`src/rtl/bpsk_rx_frame_ctrl.sv`:
```
// Receive sequencer behind the BPSK demodulator: settle, bit-timing recovery,
// sync hunt (true or inverted), and payload byte assembly onto a valid/ready stream.
module bpsk_rx_frame_ctrl #(
  parameter int                    SAMPLES_PER_BIT = 16,
  parameter int                    SETTLE_CYCLES   = 64,
  parameter int                    SYNC_WIDTH      = 16,
  parameter logic [SYNC_WIDTH-1:0] SYNC_WORD       = 16'h2DD4,
  parameter int                    PAYLOAD_BYTES   = 4
) (
  input  logic       clk,
  input  logic       rst,
  input  logic       en,
  input  logic       demod_bit,
  output logic       demod_rst,
  output logic [7:0] byte_data,
  output logic       byte_valid,
  input  logic       byte_ready,
  output logic       frame_done,
  output logic       inverted,
  output logic       overflow,
  output logic       busy
);

  localparam int PH_W = $clog2(SAMPLES_PER_BIT);
  localparam int ST_W = (SETTLE_CYCLES > 1) ? $clog2(SETTLE_CYCLES) : 1;
  localparam int BC_W = (PAYLOAD_BYTES > 1) ? $clog2(PAYLOAD_BYTES) : 1;

  localparam logic [PH_W-1:0] PH_MID  = PH_W'(SAMPLES_PER_BIT / 2);
  localparam logic [PH_W-1:0] PH_LAST = PH_W'(SAMPLES_PER_BIT - 1);
  localparam logic [ST_W-1:0] ST_LAST = ST_W'(SETTLE_CYCLES - 1);
  localparam logic [BC_W-1:0] BC_LAST = BC_W'(PAYLOAD_BYTES - 1);

  typedef enum logic [2:0] {
    S_IDLE,
    S_SETTLE,
    S_HUNT,
    S_PAYLOAD,
    S_DONE
  } state_t;

  state_t                state, state_nxt;
  logic [ST_W-1:0]       settle_cnt;
  logic [PH_W-1:0]       ph;
  logic [SYNC_WIDTH-1:0] sr;
  logic [2:0]            bit_cnt;
  logic [BC_W-1:0]       byte_cnt;
  logic [7:0]            byte_sr;
  logic                  prev_bit_p1;

  logic                  trans, strobe, sync_true, sync_inv;
  logic                  bit_take, byte_done, last_byte;
  logic [SYNC_WIDTH-1:0] sr_shift;
  logic [7:0]            byte_shift;

  always_comb begin
    state_nxt  = state;
    trans      = demod_bit ^ prev_bit_p1;
    strobe     = (ph == PH_MID) && !trans;
    sr_shift   = {sr[SYNC_WIDTH-2:0], demod_bit};
    sync_true  = strobe && (sr_shift == SYNC_WORD);
    sync_inv   = strobe && (sr_shift == ~SYNC_WORD);
    byte_shift = {byte_sr[6:0], demod_bit ^ inverted};
    bit_take   = (state == S_PAYLOAD) && en && strobe;
    byte_done  = bit_take && (bit_cnt == 3'd7);
    last_byte  = byte_done && (byte_cnt == BC_LAST);

    case (state)
      S_IDLE:    if (en) state_nxt = S_SETTLE;
      S_SETTLE:  if (settle_cnt == ST_LAST) state_nxt = S_HUNT;
      S_HUNT:    if (sync_true || sync_inv) state_nxt = S_PAYLOAD;
      S_PAYLOAD: if (last_byte) state_nxt = S_DONE;
      S_DONE:    state_nxt = S_HUNT;
      default:   state_nxt = S_IDLE;
    endcase

    if (!en) state_nxt = S_IDLE;
  end

  assign demod_rst  = (state == S_IDLE);
  assign busy       = (state != S_IDLE);
  assign frame_done = (state == S_DONE);

  // Stage p1: control state, phase tracking and the output byte register
  always_ff @(posedge clk) begin
    if (rst) begin
      state      <= S_IDLE;
      settle_cnt <= '0;
      ph         <= '0;
      sr         <= '0;
      bit_cnt    <= '0;
      byte_cnt   <= '0;
      inverted   <= 1'b0;
      byte_data  <= 8'h00;
      byte_valid <= 1'b0;
      overflow   <= 1'b0;
    end else begin
      state      <= state_nxt;
      settle_cnt <= (state == S_SETTLE) ? settle_cnt + 1'b1 : '0;

      if (state == S_HUNT || state == S_PAYLOAD)
        ph <= trans ? PH_W'(1) : (ph == PH_LAST) ? '0 : ph + 1'b1;

      if (state == S_HUNT && strobe)
        sr <= sr_shift;
      // Every entry to HUNT (after settle or after a frame) starts a fresh search
      if (state_nxt == S_HUNT && state != S_HUNT)
        sr <= '0;
      if (state == S_SETTLE && state_nxt == S_HUNT) begin
        ph       <= '0;
        overflow <= 1'b0;
      end

      if (state == S_HUNT && state_nxt == S_PAYLOAD) begin
        inverted <= !sync_true;
        bit_cnt  <= '0;
        byte_cnt <= '0;
      end
      if (bit_take)
        bit_cnt <= bit_cnt + 1'b1;
      if (byte_done)
        byte_cnt <= byte_cnt + 1'b1;

      if (byte_valid && byte_ready)
        byte_valid <= 1'b0;
      // A slot freed by this cycle's accept can take the new byte immediately
      if (byte_done) begin
        if (!byte_valid || byte_ready) begin
          byte_data  <= byte_shift;
          byte_valid <= 1'b1;
        end else begin
          overflow <= 1'b1;
        end
      end
    end
  end

  // Stage p1 datapath: previous-bit register and byte assembler
  always_ff @(posedge clk) begin
    prev_bit_p1 <= demod_bit;
    if (bit_take)
      byte_sr <= byte_shift;
  end

endmodule
```
`config.mk`:
```
export PLATFORM = sky130hd
export DESIGN_NAME = bpsk_rx_frame_ctrl
export DESIGN_NICKNAME = d
export VERILOG_FILES = /design/src/rtl/bpsk_rx_frame_ctrl.sv
export SDC_FILE = /design/constraint.sdc
export NUM_CORES = 1
export LEC_CHECK = 0
export ABC_AREA = 1
export BUFFER_PORTS_ARGS = -buffer_cell sky130_fd_sc_hd__buf_2
export CORE_ASPECT_RATIO = 0.9
export CORE_MARGIN = 3
export CORE_UTILIZATION = 63
export DETAILED_ROUTE_END_ITERATION = 8
export GPL_ROUTABILITY_DRIVEN = 0
export PLACE_DENSITY = 0.83
export RECOVER_POWER = 100
export REMOVE_ABC_BUFFERS = 1
export SLEW_MARGIN = 20
export SYNTH_ARGS = -nofsm -noshare
export SYNTH_HDL_FRONTEND = slang
export SYNTH_SLANG_ARGS = --single-unit
```
`constraint.sdc`:
```
create_clock -name clk -period 4.94 [get_ports clk]
set_clock_uncertainty 0.1 [all_clocks]
set_input_delay 0.988 -clock clk [delete_from_list [all_inputs] [get_ports clk]]
set_output_delay 0.988 -clock clk [all_outputs]
set_load 0.1 [all_outputs]
```
==> results.toml <==
[run_status]
status = "completed"

[die]
core_area_um2 = 3230
fp.dieW_um = 68.9
start_util = 0.694
die_area_um2 = 4320
num_rows = 19
chipHeight_um = 62.6
io_pins = 19

[clock_network]
postCtsSetupRepairBufs = 0
clkLatencyLatePin_ns = 0.31
cts_made_buffers = 5
ctsHtreeMaxLevel = 2
path_clk_slew_ns = 0.09
cts_resized = 0
clockRootBuffer = "clkbuf_8"
cts_hold_buf = 0
clock_sinks = 52
cts_tree = "yes"
clock_path_buffers = 2

[grt]
grt_pass1_vias = 1612
track_usage = 0.205
grt_pass1_wl_mm = 6.84
grt_max_degree = 18
grt_overflow = 0
antenna_found_initial = 0

[pwr]
total_power_mw = 0.687
max-vdd-ir-drop_uv = 254
powerDensity_nw_per_um2 = 291
p_leak_nw = 0.901

[critical_path]
critPathMaxFanout = 17
worstPathArrival_ns = 3.43
reg2regPathDepth = 12
required_ns = 5.07
path_class = "in2reg"
timing.rr.start = "ph[0]$_SDFFE_PP0P_"
crit_path_end_kind = "flip-flop"
r2r_slack_ns = 2.10
start_kind = "primary input"
r2r-end = "sr[3]$_SDFFE_PP0P_"

[synth]
synth_top_area_frac = 0.401
synth_top_area_cell = "dfxtp_1"
syn_inst = 285
synth_warnings = 0
ys_ff_latch = 52
post_synth.cell_area_avg_um2 = 7.88
ys_seq_area_frac = 0.495
ys_types = 26
synth_area_leaders = "dfxtp_1, nand2_1, edfxtp_1, nor2_1, a21oi_1"
syn_area_um2 = 2240

[timing]
setup_tns_ns = 0
min_period_over_period = 0.668
slew_headroom = 0.222
setup_ws_ns = 1.64
rsz0062_at_grt = "false"
setup_viol = 0
fmaxAchievable_mhz = 303
period_needed_ns = 3.30
worstMarginPinSlew_ns = 1.17
finalHoldViolCount = 0
slew_violations = 0

[finish]
fill_cells = 270
design_area_um2 = 2360
n_antenna_cell = 0
synthToLayoutAreaGrowth_pct = 5.02
multi_input_area_um2 = 908
nets = 315
regArea_um2 = 1110
drive_above_1_share = 0.0525

[detailed_routing]
post_drt_via_cell_ratio = 5.20
first_pass_iters = 4
ant_nets = 0
post_drt_wl_per_cell_um = 11.3
vias = 1805
drc = 0
drt_iter0_drc = 147
wirelength_mm = 3.93

[min_path]
hp-class = "reg2reg"
min_from = "byte_sr[5]$_DFFE_PP_"
holdPathEnd = "byte_sr[6]$_DFFE_PP_"
whs_path_depth = 0

[job]
drv_cap = 0

[placement]
post-dp-hpwl_mm = 2.77
preCtsSetupSlack_ns = 2.10
portBuffers = 18
place_area_um2 = 2350
-- sequential cells by signal, summed over array words and instances, names as in the netlist --
signal / flops
byte_data: 8
byte_valid: 1
overflow: 1
bit_cnt: 3
inverted: 1
settle_cnt: 6
byte_cnt: 2
state: 3
ph: 4
byte_sr: 7
sr: 15
prev_bit_p1: 1
-- cell usage in the layout (no fill, tap or decap), drive strengths merged --
master,count
a21oi,32
nand3,23
nor3,3
buf,2
xnor2,2
o21ai,9
clkinv,5
ha,6
clkbuf,21
a32oi,1
nor2,36
nand2,73
xor2,1
nand3b,1
edfxtp,7
nand4,5
inv,32
or2,1
dfxtp,45
-- final cells by class --
type | count | area share
clock buffers | 5 | 0.0292
clock inverters | 3 | 0.00796
repair buffers | 18 | 0.0297
multi-input cells | 193 | 0.385
flip-flops and latches | 52 | 0.471
well taps | 42 | 0.0223
inverters | 34 | 0.0541
-- stage by stage --
step	instances	utilization	hold WS, ns
global placement	339	0.728	0.332
detailed placement	339	0.728	0.337
CTS	347	0.755	0.359
finish	347	0.729	0.358
global route	347	0.729	0.367
floorplan	279	-	0.318
-- where the power goes --
part           switching (mW)  internal, mW
Sequential            0.00114         0.428
Combinational          0.0173       0.00364
Clock                   0.138        0.0989
-- critical path, cell delays in order --
cell and delay (ns):
clkbuf_1 0.23, inv_1 0.07, nand2_1 0.06, nand2_1 0.10, nor2_1 0.25, clkinv_1 0.11, nor2_1 0.75, nand2_1 0.15
nand3_1 0.13, nand2_1 0.10, nand3_1 0.10, nand2_2 0.19, a21oi_1 0.19
-- routing by layer --
metal	vias to the layer above	track usage	wire length, µm
li1	955	-	-
met1	807	0.282	1950
met2	41	0.307	1730
met3	2	0.0701	226
met4	0	0.0511	21
met5	-	0	0
-- cells in the mapped netlist (all sizes together) --
| library cell | number |
|---|---|
| nand4 | 5 |
| nand3 | 23 |
| o21ai | 9 |
| dfxtp | 45 |
| or2 | 1 |
| a21oi | 32 |
| nand2 | 73 |
| nand3b | 1 |
| xnor2 | 2 |
| clkbuf | 4 |
| nor2 | 36 |
| nor3 | 3 |
| a32oi | 1 |
| buf | 2 |
| ha | 6 |
| edfxtp | 7 |
| clkinv | 1 |
| xor2 | 1 |
| inv | 33 |
-- kinds of logic after synthesis --
family                     after synthesis  share of synthesized area
buffers and inverters                   40                     0.0719
and+or+nand+nor                        142                      0.276
xor gates and xnor gates                 3                     0.0117
DFF                                     52                      0.495
adders and majority gates                6                     0.0334
AOI/OAI and AO/OA                       42                      0.112
-- how the worst max path moves through the flow --
stage	start	endpoint	slack (ns)	cells past startpoint
4_1_cts	demod_bit	sr[4]$_SDFFE_PP0P_	2.42	13
5_1_grt	demod_bit	sr[1]$_SDFFE_PP0P_	1.29	13
3_5_place_dp	demod_bit	sr[3]$_SDFFE_PP0P_	2.10	13
6_report	demod_bit	sr[3]$_SDFFE_PP0P_	1.64	13
3_3_place_gp	demod_bit	sr[0]$_SDFFE_PP0P_	2.19	13
2_1_floorplan	state[1]$_SDFF_PP0_	busy	1.14	4
Note: power is estimated with default switching activity, not from simulation.
